`config.mk`:
```
export PLATFORM = sky130hd
export DESIGN_NAME = ready_rr_arb_flat
export DESIGN_NICKNAME = d
export VERILOG_FILES = /design/src/rtl/ready_rr_arb_pkg.sv /design/src/rtl/ready_rr_arb_if.sv /design/src/rtl/ready_rr_arb_rr_grant.sv /design/src/rtl/ready_rr_arb.sv /design/src/flat_wrapper.sv
export SDC_FILE = /design/constraint.sdc
export NUM_CORES = 1
export LEC_CHECK = 0
export BUFFER_PORTS_ARGS = -buffer_cell sky130_fd_sc_hd__buf_2
export CAP_MARGIN = 0
export CORE_AREA = 2 2 63 65
export DETAILED_ROUTE_END_ITERATION = 8
export DIE_AREA = 0 0 65 67
export PLACE_DENSITY = 0.7
export SLEW_MARGIN = 20
export SYNTH_ARGS = -nofsm -noshare
export SYNTH_HDL_FRONTEND = slang
export SYNTH_SLANG_ARGS = --single-unit
```
`constraint.sdc`:
```
create_clock -name clk -period 4.4 [get_ports clk]
set_clock_uncertainty 0.2 [all_clocks]
set_input_delay 0.22 -clock clk [delete_from_list [all_inputs] [get_ports clk]]
set_output_delay 0.22 -clock clk [all_outputs]
set_load 0.01 [all_outputs]
```
`src/rtl/ready_rr_arb_pkg.sv`:
```
// Shared constants and the round-robin pick function for ready_rr_arb.
package ready_arb_pkg;

  localparam int MAX_REQ = 16;

  // One-hot grant: first valid requester found scanning from ptr+1, wrapping at num_req.
  function automatic logic [MAX_REQ-1:0] rr_pick(
    input logic [MAX_REQ-1:0] valid,
    input logic [3:0]         ptr,
    input int                 num_req
  );
    logic [MAX_REQ-1:0] gnt;
    logic               found;
    int                 idx;
    gnt   = '0;
    found = 1'b0;
    idx   = 0;
    for (int i = 1; i <= MAX_REQ; i++) begin
      if (i <= num_req) begin
        idx = int'(ptr) + i;
        if (idx >= num_req) idx = idx - num_req;
        if (!found && valid[idx[3:0]]) begin
          gnt[idx[3:0]] = 1'b1;
          found         = 1'b1;
        end
      end
    end
    return gnt;
  endfunction

endpackage

```
`src/rtl/ready_rr_arb_if.sv`:
```
// Requester channels plus the single output channel of ready_rr_arb.
// The lock_i vector exists only when READY_RR_ARB_LOCK_EN is defined.
interface ready_rr_arb_if #(
  parameter int NUM_REQ = 4,
  parameter int WIDTH   = 12
);
  localparam int SRC_W = $clog2(NUM_REQ);

  // Handshake: a word moves on a posedge where valid and ready are both high;
  // a raised valid must stay high with stable data until accepted.
  logic [NUM_REQ-1:0]       valid_i;
  logic [NUM_REQ-1:0]       ready_i;
  logic [NUM_REQ*WIDTH-1:0] dat_i;
  logic                     valid_o;
  logic                     ready_o;
  logic [WIDTH-1:0]         dat_o;
  logic [SRC_W-1:0]         src_o;
`ifdef READY_RR_ARB_LOCK_EN
  logic [NUM_REQ-1:0]       lock_i;

  modport master (
    output valid_i, dat_i, ready_o, lock_i,
    input  ready_i, valid_o, dat_o, src_o
  );

  modport slave (
    input  valid_i, dat_i, ready_o, lock_i,
    output ready_i, valid_o, dat_o, src_o
  );
`else
  modport master (
    output valid_i, dat_i, ready_o,
    input  ready_i, valid_o, dat_o, src_o
  );

  modport slave (
    input  valid_i, dat_i, ready_o,
    output ready_i, valid_o, dat_o, src_o
  );
`endif

endinterface

```
`src/rtl/ready_rr_arb_rr_grant.sv`:
```
// Combinational rotate/priority-encode: one-hot grant and its index from valid and ptr.
module rr_grant
  import ready_arb_pkg::*;
#(
  parameter int NUM_REQ = 4,
  parameter int SRC_W   = $clog2(NUM_REQ)
) (
  input  logic [NUM_REQ-1:0] valid,
  input  logic [SRC_W-1:0]   ptr,
  output logic [NUM_REQ-1:0] gnt,
  output logic [SRC_W-1:0]   idx,
  output logic               any
);

  logic [MAX_REQ-1:0] valid_ext;
  logic [MAX_REQ-1:0] pick;
  logic               pick_unused;

  always_comb begin
    valid_ext              = '0;
    valid_ext[NUM_REQ-1:0] = valid;
  end

  assign pick        = rr_pick(valid_ext, 4'(ptr), NUM_REQ);
  assign pick_unused = |pick;
  assign gnt         = pick[NUM_REQ-1:0];
  assign any         = |gnt;

  always_comb begin
    idx = '0;
    for (int k = 0; k < NUM_REQ; k++) begin
      if (gnt[k]) idx = SRC_W'(k);
    end
  end

endmodule

```
`src/rtl/ready_rr_arb.sv`:
```
// Round-robin arbiter: NUM_REQ valid/ready requesters onto one registered output channel.
// Define READY_RR_ARB_LOCK_EN to add lock_i for contiguous multi-word packets.
module ready_rr_arb
  import ready_arb_pkg::*;
#(
  parameter int NUM_REQ = 4,
  parameter int WIDTH   = 12
) (
  input  logic           clk,
  input  logic           arst_n,
  ready_rr_arb_if.slave  bus
);

  localparam int SRC_W = $clog2(NUM_REQ);

  logic [SRC_W-1:0]   ptr;
  logic [NUM_REQ-1:0] valid_eff;
  logic [NUM_REQ-1:0] gnt;
  logic [SRC_W-1:0]   gnt_idx;
  logic               gnt_any;
  logic               load_ok;
  logic               xfer;
  logic [WIDTH-1:0]   dat_sel;

  logic               valid_q;
  logic [WIDTH-1:0]   dat_q;
  logic [SRC_W-1:0]   src_q;

`ifdef READY_RR_ARB_LOCK_EN
  logic               locked;
  logic [SRC_W-1:0]   lock_src;

  // While locked, only lock_src is eligible; ptr is untouched so rotation resumes from it.
  always_comb begin
    valid_eff = bus.valid_i;
    if (locked) valid_eff = bus.valid_i & (NUM_REQ'(1) << lock_src);
  end

  always_ff @(posedge clk or negedge arst_n) begin
    if (!arst_n) begin
      locked   <= 1'b0;
      lock_src <= '0;
    end else if (xfer) begin
      if (bus.lock_i[gnt_idx]) begin
        locked   <= 1'b1;
        lock_src <= gnt_idx;
      end else begin
        locked   <= 1'b0;
      end
    end
  end
`else
  assign valid_eff = bus.valid_i;
`endif

  rr_grant #(
    .NUM_REQ (NUM_REQ),
    .SRC_W   (SRC_W)
  ) u_grant (
    .valid (valid_eff),
    .ptr   (ptr),
    .gnt   (gnt),
    .idx   (gnt_idx),
    .any   (gnt_any)
  );

  assign load_ok     = !valid_q || bus.ready_o;
  assign bus.ready_i = gnt & {NUM_REQ{load_ok}};
  assign xfer        = gnt_any && load_ok;

  // Data mux is steered by gnt only, so ready_i never depends on dat_i.
  always_comb begin
    dat_sel = '0;
    for (int k = 0; k < NUM_REQ; k++) begin
      if (gnt[k]) dat_sel = bus.dat_i[k*WIDTH +: WIDTH];
    end
  end

  always_ff @(posedge clk or negedge arst_n) begin
    if (!arst_n) begin
      valid_q <= 1'b0;
      dat_q   <= '0;
      src_q   <= '0;
      ptr     <= SRC_W'(NUM_REQ - 1);
    end else if (xfer) begin
      valid_q <= 1'b1;
      dat_q   <= dat_sel;
      src_q   <= gnt_idx;
      ptr     <= gnt_idx;
    end else if (bus.ready_o) begin
      valid_q <= 1'b0;
    end
  end

  assign bus.valid_o = valid_q;
  assign bus.dat_o   = dat_q;
  assign bus.src_o   = src_q;

endmodule

```
`src/flat_wrapper.sv`:
```
// flat-port wrapper written by rule: the top's interface ports become plain ports
module ready_rr_arb_flat import ready_arb_pkg::*;
#(
  parameter int NUM_REQ = 4,
  parameter int WIDTH   = 12
)
  (clk, arst_n, bus_valid_i, bus_dat_i, bus_ready_o, bus_ready_i, bus_valid_o, bus_dat_o, bus_src_o);
  ready_rr_arb_if #(.NUM_REQ(NUM_REQ), .WIDTH(WIDTH)) bus_i ();
  input  logic clk;
  input  logic arst_n;
  input wire logic [$bits(bus_i.valid_i)-1:0] bus_valid_i;
  input wire logic [$bits(bus_i.dat_i)-1:0] bus_dat_i;
  input wire logic [$bits(bus_i.ready_o)-1:0] bus_ready_o;
  output wire logic [$bits(bus_i.ready_i)-1:0] bus_ready_i;
  output wire logic [$bits(bus_i.valid_o)-1:0] bus_valid_o;
  output wire logic [$bits(bus_i.dat_o)-1:0] bus_dat_o;
  output wire logic [$bits(bus_i.src_o)-1:0] bus_src_o;
  assign bus_i.valid_i = bus_valid_i;
  assign bus_i.dat_i = bus_dat_i;
  assign bus_i.ready_o = bus_ready_o;
  assign bus_ready_i = bus_i.ready_i;
  assign bus_valid_o = bus_i.valid_o;
  assign bus_dat_o = bus_i.dat_o;
  assign bus_src_o = bus_i.src_o;
  ready_rr_arb #(.NUM_REQ(NUM_REQ), .WIDTH(WIDTH)) u_core (.clk(clk), .arst_n(arst_n), .bus(bus_i));
endmodule
```
# Word level (Yosys, flattened, before mapping)
# Cells that the tools add are included.
dict set report classes {
  n_mux 36
  eq_ne 0
  shift 0
  addsub 8
  n_bitwise 4
  div 0
  n_reduce_logical 15
  order_cmp 12
  n_mul 0
}
# cell n
set ops {}
lappend ops {{$mux 12} 4}
lappend ops {{$ge 32x4->1 const B} 1}
lappend ops {{$mux 4} 8}
lappend ops {{$lt 4x5->1 const B} 4}
lappend ops {{$bmux 1 s4} 4}
lappend ops {{$demux 1 s4} 4}
lappend ops {{$ge 4x1->1 const B} 4}
lappend ops {{$mux 1} 14}
lappend ops {{$or 4x4->4} 3}
lappend ops {{$sub 3x3->4 const B} 3}
lappend ops {{$logic_and 1x1->1} 8}
lappend ops {{$add 2x2->3 const B} 2}
lappend ops {{$ge 3x3->1 const B} 2}
lappend ops {{$add 2x3->4 const B} 1}
lappend ops {{$and 4x4->4} 1}
lappend ops {{$ge 4x3->1 const B} 1}
lappend ops {{$logic_not 1->1} 4}
lappend ops {{$mux 2} 2}
lappend ops {{$reduce_or 4->1} 1}
lappend ops {{$sub 4x3->4 const B} 1}
lappend ops {{$add 2x1->3 const B} 1}
lappend ops {{$reduce_bool 2->1} 1}
lappend ops {{$logic_or 1x1->1} 1}
dict set report word_totals {
  wordCells 79
  ramBits 0
  input_bits 55
  out_inout_bits 19
  memories 0
  rom_bits 0
  regBits 17
  latch_bits 0
}

# Longest topological paths before layout
# Gate-level depths: netlist of run 1.
dict set report depth {
  word_depth 19
  mapped_depth 12
  ltp_nobuf 9
}

# Modules after synthesis
# Synthesis of run 1 repeated with hierarchy kept, for this count alone.
dict set report hier_totals {
  cells_unflattened 175
  hier_area_um2 1646.6
}
# mod area_each_um2 seq_area_each_um2 n_inst cells_per_inst
set by_module_without_submodules {}
lappend by_module_without_submodules {ready_rr_arb 1203.7 427.9 1 126}
lappend by_module_without_submodules {rr_grant 442.9 0.0 1 49}

# Worst setup path after synthesis of run 1
# No wires, ideal clock.
dict set report synth_timing {
  path_kind {reg-to-reg}
  start {register u_core.ptr[0]}
  end {register u_core.dat_q[0], in the netlist u_core.bus.dat_o[0]}
  t_arrival_ps 3117
  period_less_slack_ps 3398
  setup_ps 82
  path_buffers 2
  stages_incl_launch_ff 12
  t_required_ps 4118
  path_slack_ps 1002
  cell_sequence {dfstp_2 > buf_6 > inv_1 > ha_1 > mux4_2 > a21boi_1 > a22o_1 > o221a_2 > clkbuf_1 > nand2_1 > a311o_1 > a31oi_1}
}
dict set report synth_via {
  elab_chain_cells 19
  word_cells_on_any_way 66
  classes_between {add/sub (8); order compare (12); mux (31); bitwise (3); reduce/logical (12)}
}
# item line
set synth_lines {}
lappend synth_lines {{start, declared} ready_rr_arb.sv:16} ;# logic [SRC_W-1:0] ptr;
lappend synth_lines {{start signal, assigned} ready_rr_arb.sv:84} ;# ptr <= SRC_W'(NUM_REQ - 1);
lappend synth_lines {{start signal, assigned} ready_rr_arb.sv:89} ;# ptr <= gnt_idx;
lappend synth_lines {{parallel branches: the longest is 14 deep, another holds $ge 32x4->1} n/a}
lappend synth_lines {{$mux 4 *} ready_rr_arb_pkg.sv:22} ;# if (!found && valid[idx[3:0]]) begin
lappend synth_lines {{$mux 12 (4 in series)} ready_rr_arb.sv:75} ;# if (gnt[k]) dat_sel = bus.dat_i[k*WIDTH +: WIDTH];
lappend synth_lines {{end signal, assigned} ready_rr_arb.sv:87} ;# dat_q <= dat_sel;
lappend synth_lines {{end, declared} ready_rr_arb.sv:26} ;# logic [WIDTH-1:0] dat_q;
# Every way passes the cells marked *. The select of a mux whose other input is x is not followed.
# A chain may end at the register's enable or synchronous reset.

# Worst setup path in the final report of run 1
dict set report layout_timing {
  start {register u_core.ptr[0]}
  end {register u_core.dat_q[7], in the netlist u_core.bus.dat_o[7]}
}
# Same word-level chain as after synthesis.

==> reports/metrics.cfg, run 1 <==
[status]
outcome=completed

[worst_setup_path]
setup.reg_to_reg.worst_slack_ps=690
rr_startpoint=u_core.ptr[0]$_DFFE_PN1P_
timing.critical_path.to_type=flip-flop
worst_ep_arrival_time_ps=3680
path_class=reg -> reg
rr_worst_depth=10
crit_required_ps=4380
crit_path_max_fanout=17
critPathLaunchType=flip-flop
regToRegEndpoint=u_core.bus.dat_o[7]$_DFFE_PN0P_

[sta]
timing_worst_slew_pin_value_ps=685
post-route-min-period_ps=3710
finalSetupViolations=0
hold_violations=0
final.period_utilization_pct=84.2
rsz0062_at_grt=false
finalSetupTns_ps=0
final_max_slew_viol_count=0
worst_slew_margin_rel_pct=54.2
worst_hold_slack_ps=7.92
achievable-frequency_mhz=270

[pwr]
share_comb_of_total_power_pct=79.2
power.internal_w=0.00101
leakagePower_nw=0.874
power_switching_w=0.00110
irDropWorstVdd_uv=478
share_of_total_power_consumed_by_net_switching_pct=52.1
seq_power_share_pct=15.2
powerDensity_nw_per_um2=1110
share_clk_of_total_power_pct=5.7

[synthesis]
netlist_instances=171
mappedNetlistArea_um2=1470
synth_area_leaders=dfrtp_1 (26%), a311o_1 (8.2%), nor2_1 (7.7%)
yosys-top-cells-count=nor2_1 (30), nand2_1 (27), dfrtp_1 (15)
synth_largest_area_cell=dfrtp_1
synthesis.nets=234
avgSynthCellArea_um2=8.60
count_of_flip_flops_with_a_built_in_enable_after_synthesis=0
synth-warning-count=0
synthFlopType=dfrtp_1
synthArstFlopShare_pct=100
yosys.cell_count.top_type=nor2_1
postSynthRegisterBits=17
synth_cell_types=34
ys_seq_area_share_pct=29.1
yosys.area.top_type_share_pct=25.5

[clock_tree]
clkSinkCount=17
tritoncts=yes
numCtsBuffers=3
path_clk_slew_ps=70
clockRootBuffer=clkbuf_8
worst_skew_pair.late_latency_ps=250
clock_tree.htree_level_count=1
cts_max_path_buffers=2

[global_routing]
grt_antenna_before_repair=0
pin_count_of_the_biggest_net_entering_global_routing=30
first_pass_grt_wire_length_um=6120
first_global_vias=1327
global_route.usage.total_pct=18.2
grt-ovfl-total=0

[worst_hold_path]
hold_worst_path_end=u_core.bus.dat_o[9]$_DFFE_PN0P_
timing.hold.worst_path_depth=3
hp-start=bus_dat_i[45]
min_path_type=in -> reg

[drt]
avgViaCountPerCell=5.41
ant_nets=0
wl_per_cell_um=14.0
route.final.wire_length_um=4030
drt_iter0_markers=87
drt_drc_violations_left=0
num_vias=1553
drt_first_pass_iters=4

[layout]
antenna_cells_inserted=0
fill_cells=372
flow.area_growth_from_synthesis_pct=29.1
finish.net_count=303
drive_above_1_share_pct=37.7

[place]
replace_congestion=0.809
port_buffers=73
dp.final_hpwl_um=3110

[die]
die_height_um=67
die_w_um=65
floorplan.die_area_um2=4360
top_level_ports=74
floorplan.core_area_um2=3610
initial_core_util_pct=40.8
row_count=22

[flow_run]
maxCapViolations=0

-- sequential cells by signal, indices dropped and copies added, names as in the netlist --
signal,count
u_core.bus.dat_o,12
u_core.bus.src_o,2
u_core.ptr,2
u_core.bus.valid_o,1
-- placed cells by master (no fill, tap or decap), drive strengths merged, types with 3 or more instances in the layout --
| cell type | netlist | final |
|---|---|---|
| nand2 | 27 | 27 |
| o221ai | 4 | 4 |
| dfrtp | 15 | 15 |
| inv | 3 | 3 |
| o221a | 3 | 3 |
| a22o | 3 | 3 |
| nor2 | 30 | 30 |
| buf | 7 | 75 |
| nand3 | 12 | 12 |
| a311o | 12 | 12 |
| clkbuf | 5 | 4 |
| a31oi | 12 | 12 |
| or4 | 5 | 5 |
| ha | 8 | 8 |
-- cell type report --
cell class                 instances  area [um^2]  area share, %
inverter                           3         11.3          0.593
sequential                        17          428           22.5
clock buffer                       4         45.0           2.37
multi-input combinational        139          963           50.8
timing repair buffer              76          390           20.6
tap                               48         60.1           3.16
-- stage by stage --
step                utilization, %  setup WS [ps]  instances  cell area, um^2  power (W)
floorplan                        -           1000        171             1470    0.00169
global placement              51.1            811        282             1840    0.00198
detailed placement            51.1            683        282             1840    0.00200
CTS                           52.6            680        287             1900    0.00213
global route                  52.6            448        287             1900    0.00231
finish                        52.6            695        287             1900    0.00211
-- what timing repair did --
item / in CTS / in global routing
endpoints found under the hold margin: 17 / 0
resized for setup: 0 / 0
hold buffers: 1 / 0
setup buffers: 0 / 0
endpoints found under the setup margin: 0 / 0
-- routing by layer --
| layer | global-route usage [%] | share of wire, % | up-vias |
|---|---|---|---|
| li1 | - | - | 777 |
| met1 | 25.2 | 45 | 720 |
| met2 | 28.9 | 48 | 49 |
| met3 | 2.87 | 5.7 | 7 |
| met4 | 5.59 | 1.2 | 0 |
| met5 | 0 | 0 | - |
-- critical path: stages (launching register included) --
cell	delay, ps
dfstp_2	670
inv_1	150
ha_1	390
mux4_2	540
and2_1	200
a22o_1	270
o221ai_4	410
buf_4	270
nor2_1	50
a311o_1	310
a31oi_1	160
-- cell families after synthesis --
kind of cell | count (synthesis) | share of synthesized area, %
and+or+nand+nor | 82 | 24.6
buffers and inverters | 15 | 5.87
adders and majority gates | 8 | 6.81
DFF | 17 | 29.1
muxes | 6 | 6.21
AOI/OAI and AO/OA | 43 | 27.4
-- how the worst max path moves through the flow --
stage          cells past startpoint  slack (ps)                      start                               end
6_report                          10         690  u_core.ptr[0]$_DFFE_PN1P_   u_core.bus.dat_o[7]$_DFFE_PN0P_
4_1_cts                           10         680  u_core.ptr[0]$_DFFE_PN1P_   u_core.bus.dat_o[7]$_DFFE_PN0P_
3_5_place_dp                      10         680  u_core.ptr[0]$_DFFE_PN1P_  u_core.bus.dat_o[10]$_DFFE_PN0P_
3_3_place_gp                      10         810  u_core.ptr[0]$_DFFE_PN1P_   u_core.bus.dat_o[8]$_DFFE_PN0P_
2_1_floorplan                     11        1000  u_core.ptr[0]$_DFFE_PN1P_   u_core.bus.dat_o[0]$_DFFE_PN0P_
5_1_grt                           10         450  u_core.ptr[0]$_DFFE_PN1P_   u_core.bus.dat_o[7]$_DFFE_PN0P_
-- power by group through the flow --
stage	Sequential [W]	Combinational (W)	Clock, W
final	0.000319	0.00167	0.000120
after global routing	0.000332	0.00184	0.000130
after CTS	0.000320	0.00169	0.000123
after detailed placement	0.000322	0.00168	0
after global placement	0.000319	0.00166	0
after floorplan	0.000341	0.00135	0
No activity file was read; power rests on OpenSTA's default activity.
==> run 2, diff against run 1 <==
==> constraint.sdc (replaced) <==
create_clock -name clk -period 3.8 [get_ports clk]
set_clock_uncertainty 0.2 [all_clocks]
set_input_delay 0.19 -clock clk [delete_from_list [all_inputs] [get_ports clk]]
set_output_delay 0.19 -clock clk [all_outputs]
set_load 0.01 [all_outputs]
==> run 2 against run 1 <==
Against the previous run: sequential power grew 11%; combinational power grew 22%; via count grew 3.8%; clock-buffer cell count shrank 1; critical path type unchanged; global-route usage grew 1.4 points; highest routed layer unchanged; core utilization grew 3.6 points; clock power grew 14%; critical path depth is the same; die area is the same; maximum frequency grew 6.9%; register-to-register slack lost 360 ps; first-iteration DRC count shrank 15%.
==> reports/metrics.cfg, run 2 (same netlist as run 1, synthesis figures left out) <==
[layout]
largest_reg_flops=12  ; unchanged
drive_above_1_share_pct=37.1  ; -0.61 points
antenna_cells_inserted=0  ; unchanged
finish.net_count=315  ; +4.0%
final_design_area_no_fill_um2=2030  ; +6.8%
final_cell_count_without_fillers=299  ; +4.2%
layout.cells.most_common=buf_2
flow.area_growth_from_synthesis_pct=37.9
layout_common_cells=buf_2 (73), nor2_1 (30), nand2_1 (27)

[sta]
post-route-min-period_ps=3460  ; -241 ps
hold_violations=0  ; unchanged
worst_slew_margin_rel_pct=56.9  ; +2.7 points
rsz0062_at_grt=false
timing_worst_slew_pin_value_ps=645  ; -40.3 ps
achievable-frequency_mhz=289  ; +6.9%
finalSetupTns_ps=0  ; unchanged
final_max_slew_viol_count=0  ; unchanged
final.period_utilization_pct=91.2  ; +7.0 points
finalSetupViolations=0  ; unchanged

[clock_tree]
numCtsBuffers=3  ; unchanged
cts_resized=0  ; unchanged
cts_max_path_buffers=2  ; unchanged
tritoncts=yes
worst_skew_pair.late_latency_ps=240  ; about the same
path_clk_slew_ps=80  ; about the same
clock_tree.htree_level_count=1  ; unchanged
cts_setup_buffers=0  ; unchanged
clockRootBuffer=clkbuf_8
clkSinkCount=17  ; unchanged

[place]
replace_congestion=0.834  ; +3.1%
place_area_um2=1870  ; +1.5%
port_buffers=73  ; unchanged
dp.final_hpwl_um=3200  ; +2.7%
numPlacedInstances=284  ; +0.71%

[die]
die_height_um=67  ; unchanged
die_w_um=65  ; unchanged
floorplan.core_area_um2=3610  ; unchanged
floorplan.die_area_um2=4360  ; unchanged
top_level_ports=74  ; unchanged
row_count=22  ; unchanged
initial_core_util_pct=40.8  ; unchanged

[drt]
route.final.wire_length_um=4090  ; +1.5%
drt_iter0_markers=74  ; -15%
ant_nets=0  ; unchanged
avgViaCountPerCell=5.39  ; -0.37%
wl_per_cell_um=13.7  ; -2.6%
drt_drc_violations_left=0  ; unchanged
drt_first_pass_iters=4  ; unchanged
num_vias=1612  ; +3.8%

[worst_setup_path]
crit_slowest_cell=dfstp_2
path_class=reg -> reg
worst_ep_arrival_time_ps=3440  ; -240 ps
crit_required_ps=3780  ; -600 ps
critical-path-max-stage-delay_ps=630  ; -40 ps
cp_cell_sequence=inv_1 -> ha_1 -> mux4_2 -> and2_1 -> a22o_1 -> o221ai_4 -> buf_12 -> nor2_1 -> a311o_1 -> a31oi_1
crit_path_max_fanout=20  ; +3
timing.critical_path.to_type=flip-flop
critPathLaunchType=flip-flop

[global_routing]
first_global_vias=1566  ; +18%
grt_antenna_before_repair=0  ; unchanged
first_pass_grt_wire_length_um=6790  ; +11%
pin_count_of_the_biggest_net_entering_global_routing=26  ; -13%
global_route.usage.total_pct=19.6  ; +1.4 points
grt-ovfl-total=0  ; unchanged

[worst_hold_path]
min_path_type=in -> reg

[status]
outcome=completed

[flow_run]
maxCapViolations=0  ; unchanged

[pwr]
leakagePower_nw=0.933  ; +6.7%
powerDensity_nw_per_um2=1240  ; +12%
irDropWorstVdd_uv=562  ; +17%

==> run 2: layout make-up <==
class / instances / area, um^2
repair buffers: 88 / 518
fillers: 348 / 1580
flip-flops and latches: 17 / 428
multi-input cells: 139 / 963
well taps: 48 / 60.1
inverters: 3 / 11.3
clock buffers: 3 / 41.3
clock inverters: 1 / 5.00
==> run 2: metal layers <==
layer,part of all wire (%),up-vias,GRT usage (%)
met5,0,-,0
met4,0.46,0,4.26
met3,6.3,2,4.05
met2,51,46,34.7
met1,42,758,24.5
li1,-,806,-
==> run 2: through the flow <==
step | total power [W] | utilization, % | hold WS [ps] | setup WS (ps)
2_1_floorplan | 0.00195 | - | -306 | 402
3_3_place_gp | 0.00236 | 51.9 | -68.7 | 415
3_5_place_dp | 0.00239 | 51.9 | -65.0 | 334
4_1_cts | 0.00253 | 56.2 | 1.49 | 323
5_1_grt | 0.00279 | 56.2 | 14.7 | 101
6_report | 0.00252 | 56.2 | 1.21 | 335
==> run 2: final timing paths <==
kind                                                 start                                to  slack, ps  cells past startpoint
setup / recovery                 u_core.ptr[1]$_DFFE_PN1P_   u_core.bus.dat_o[9]$_DFFE_PN0P_        340                     10
hold / removal                               bus_dat_i[46]  u_core.bus.dat_o[10]$_DFFE_PN0P_          1                      3
setup reg to reg                 u_core.ptr[1]$_DFFE_PN1P_   u_core.bus.dat_o[9]$_DFFE_PN0P_        340                     10
hold reg to reg            u_core.bus.src_o[1]$_DFFE_PN0P_   u_core.bus.src_o[1]$_DFFE_PN0P_        320                      2
max in group asynchronous                           arst_n         u_core.ptr[0]$_DFFE_PN1P_       2890                      2
min in group asynchronous                           arst_n   u_core.bus.dat_o[5]$_DFFE_PN0P_        180                      2
==> run 2: critical path: cells and delay by family, from the launching register on <==
| family | cells | cell delay, ps |
|---|---|---|
| compound gates | 4 | 1060 |
| fa+ha+maj | 1 | 380 |
| buf+inv | 2 | 340 |
| flops | 1 | 630 |
| mux | 1 | 540 |
| simple gates | 2 | 250 |
==> run 2: timing repair <==
item / 4_1_cts / 5_1_grt
endpoints found under the hold margin: 27 / 0
hold buffers: 11 / 0
endpoints found under the setup margin: 0 / 0
==> run 2: power by group <==
group | switching, W | total [W] | internal (W)
sequential | 0.0000576 | 0.000354 | 0.000296
combinational | 0.00117 | 0.00203 | 0.000859
clock | 0.0000645 | 0.000137 | 0.0000727
==> run 3, diff against run 2 <==
--- a/config.mk
+++ b/config.mk
@@ -10,7 +10,7 @@
 export CORE_AREA = 2 2 63 65
 export DETAILED_ROUTE_END_ITERATION = 8
 export DIE_AREA = 0 0 65 67
-export PLACE_DENSITY = 0.7
+export PLACE_DENSITY = 0.83
 export SLEW_MARGIN = 20
 export SYNTH_ARGS = -nofsm -noshare
 export SYNTH_HDL_FRONTEND = slang
==> run 3 against run 2 <==
Against the previous run: register-to-register slack got worse by 50 ps; highest routed layer unchanged; global-route usage rose by 1.1 points; first-iteration DRC count grew 46%; critical path type unchanged; core utilization shrank 0.45 points.
==> reports/metrics.cfg, run 3 (same netlist as run 1, synthesis figures left out) <==
[worst_setup_path]
crit_required_ps=3770  ; about the same
path_class=reg -> reg
critPathLaunchType=flip-flop
timing.critical_path.to_type=flip-flop
worst_ep_arrival_time_ps=3480  ; +40 ps
crit_path_max_fanout=14  ; -30%

[clock_tree]
numCtsBuffers=3  ; unchanged
cts_max_path_buffers=2  ; unchanged
clkSinkCount=17  ; unchanged
cts_setup_buffers=0  ; unchanged
worst_skew_pair.late_latency_ps=250  ; about the same
clockRootBuffer=clkbuf_8
clock_tree.htree_level_count=1  ; unchanged
path_clk_slew_ps=60  ; -20 ps
tritoncts=yes

[pwr]
seq_power_share_pct=14.0  ; about the same
power.internal_w=0.00121  ; -1.5%
total_power_w=0.00253  ; +0.58%
share_of_total_power_consumed_by_net_switching_pct=52.3  ; +1.0 points
powerDensity_nw_per_um2=1260  ; +1.4%
power_switching_w=0.00133  ; +2.6%
irDropWorstVdd_uv=541  ; -3.7%
leakagePower_nw=0.926  ; -0.77%
share_comb_of_total_power_pct=80.6  ; about the same
share_clk_of_total_power_pct=5.3  ; about the same

[sta]
hold_violations=0  ; unchanged
rsz0062_at_grt=false
worst_slew_margin_rel_pct=53.2  ; -3.7 points
worst_hold_slack_ps=5.10  ; +3.90 ps
finalSetupViolations=0  ; unchanged
final_max_slew_viol_count=0  ; unchanged
finalSetupTns_ps=0  ; unchanged
post-route-min-period_ps=3510  ; +49.0 ps
timing_worst_slew_pin_value_ps=700  ; +54.9 ps
final.period_utilization_pct=92.5  ; +1.3 points
achievable-frequency_mhz=285  ; -1.4%

[die]
initial_core_util_pct=40.8  ; unchanged
row_count=22  ; unchanged
die_height_um=67  ; unchanged
floorplan.die_area_um2=4360  ; unchanged
floorplan.core_area_um2=3610  ; unchanged
top_level_ports=74  ; unchanged
die_w_um=65  ; unchanged

[drt]
drt_drc_violations_left=0  ; unchanged
num_vias=1676  ; +4.0%
avgViaCountPerCell=5.61  ; +4.0%
drt_first_pass_iters=4  ; unchanged
route.final.wire_length_um=4480  ; +9.6%
wl_per_cell_um=15.0  ; +9.6%
drt_iter0_markers=108  ; +46%
ant_nets=0  ; unchanged

[layout]
finish.net_count=315  ; unchanged
layout.cells.most_common=buf_2
flow.area_growth_from_synthesis_pct=36.8
drive_above_1_share_pct=37.1  ; unchanged
layout_common_cells=buf_2 (73), nor2_1 (30), nand2_1 (27)
antenna_cells_inserted=0  ; unchanged
final_cell_count_without_fillers=299  ; unchanged
largest_reg_flops=12  ; unchanged

[worst_hold_path]
min_path_type=in -> reg

[global_routing]
first_global_vias=1601  ; +2.2%
first_pass_grt_wire_length_um=7080  ; +4.3%
grt_antenna_before_repair=0  ; unchanged
grt-ovfl-total=0  ; unchanged
global_route.usage.total_pct=20.7  ; +1.1 points
pin_count_of_the_biggest_net_entering_global_routing=26  ; unchanged

[place]
dp.final_hpwl_um=3280  ; +2.4%
numPlacedInstances=285  ; +0.35%
replace_congestion=0.942  ; +13%
port_buffers=73  ; unchanged

[flow_run]
maxCapViolations=0  ; unchanged

[status]
outcome=completed

-- run 3: cell types whose count changed in the layout (fill, tap and decap cells not counted) --
cell,previous run,this run
buf_4,3,5
buf_12,1,0
clkinv_2,1,0
dlygate4sd3_1,11,10
clkbuf_1,0,1
-- run 3: final cells by class --
class	instances	area, um^2
inverters	3	11.3
repair buffers	88	503
fillers	339	1600
clock buffers	4	45.0
multi-input cells	139	963
flip-flops and latches	17	428
well taps	48	60.1
-- run 3: through the flow --
step	util (%)	instance area [um^2]	setup slack [ps]
after detailed placement	51.7	1870	292
after floorplan	-	1470	402
after global placement	51.7	1870	411
after global routing	55.8	2010	70.8
final	55.8	2010	286
after CTS	55.8	2010	277
-- run 3: path summary, 6_finish.rpt --
| path | from | cells past startpoint | endpoint | slack (ps) |
|---|---|---|---|---|
| min in group asynchronous | arst_n | 2 | u_core.bus.dat_o[5]$_DFFE_PN0P_ | 190 |
| worst min register to register | u_core.bus.src_o[0]$_DFFE_PN0P_ | 1 | u_core.bus.src_o[0]$_DFFE_PN0P_ | 300 |
| worst max-delay path | u_core.ptr[1]$_DFFE_PN1P_ | 9 | u_core.bus.dat_o[1]$_DFFE_PN0P_ | 290 |
| max in group asynchronous | arst_n | 2 | u_core.ptr[0]$_DFFE_PN1P_ | 2870 |
| worst max register to register | u_core.ptr[1]$_DFFE_PN1P_ | 9 | u_core.bus.dat_o[1]$_DFFE_PN0P_ | 290 |
| worst min-delay path | bus_dat_i[43] | 3 | u_core.bus.dat_o[7]$_DFFE_PN0P_ | 5 |
-- run 3: worst max-delay path, cell delays in order (launching register included) --
cell	delay, ps
dfstp_2	630
inv_1	140
ha_1	360
mux2i_1	140
nor3_1	450
or3b_1	430
o221a_2	460
nand2_1	100
a311o_1	360
a31oi_1	160
-- run 3: power by group through the flow --
stage                     registers [W]  clock network (W)  logic (W)
after CTS                      0.000354           0.000139    0.00204
after global routing           0.000366           0.000149    0.00225
final                          0.000356           0.000135    0.00204
after detailed placement       0.000355                  0    0.00203
after floorplan                0.000395                  0    0.00156
after global placement         0.000353                  0    0.00197
-- run 3: repair_timing --
item	in CTS	in global routing
resized for setup	0	0
hold buffers	10	0
hold endpoints to repair	26	0
-- run 3: per-layer routing --
metal | vias to the layer above | part of all wire (%) | global-route usage (%)
met5 | - | 0 | 0
met4 | 0 | 1.6 | 3.99
met3 | 8 | 7.2 | 4.22
met2 | 83 | 50 | 38.1
met1 | 787 | 41 | 24.9
li1 | 798 | - | -
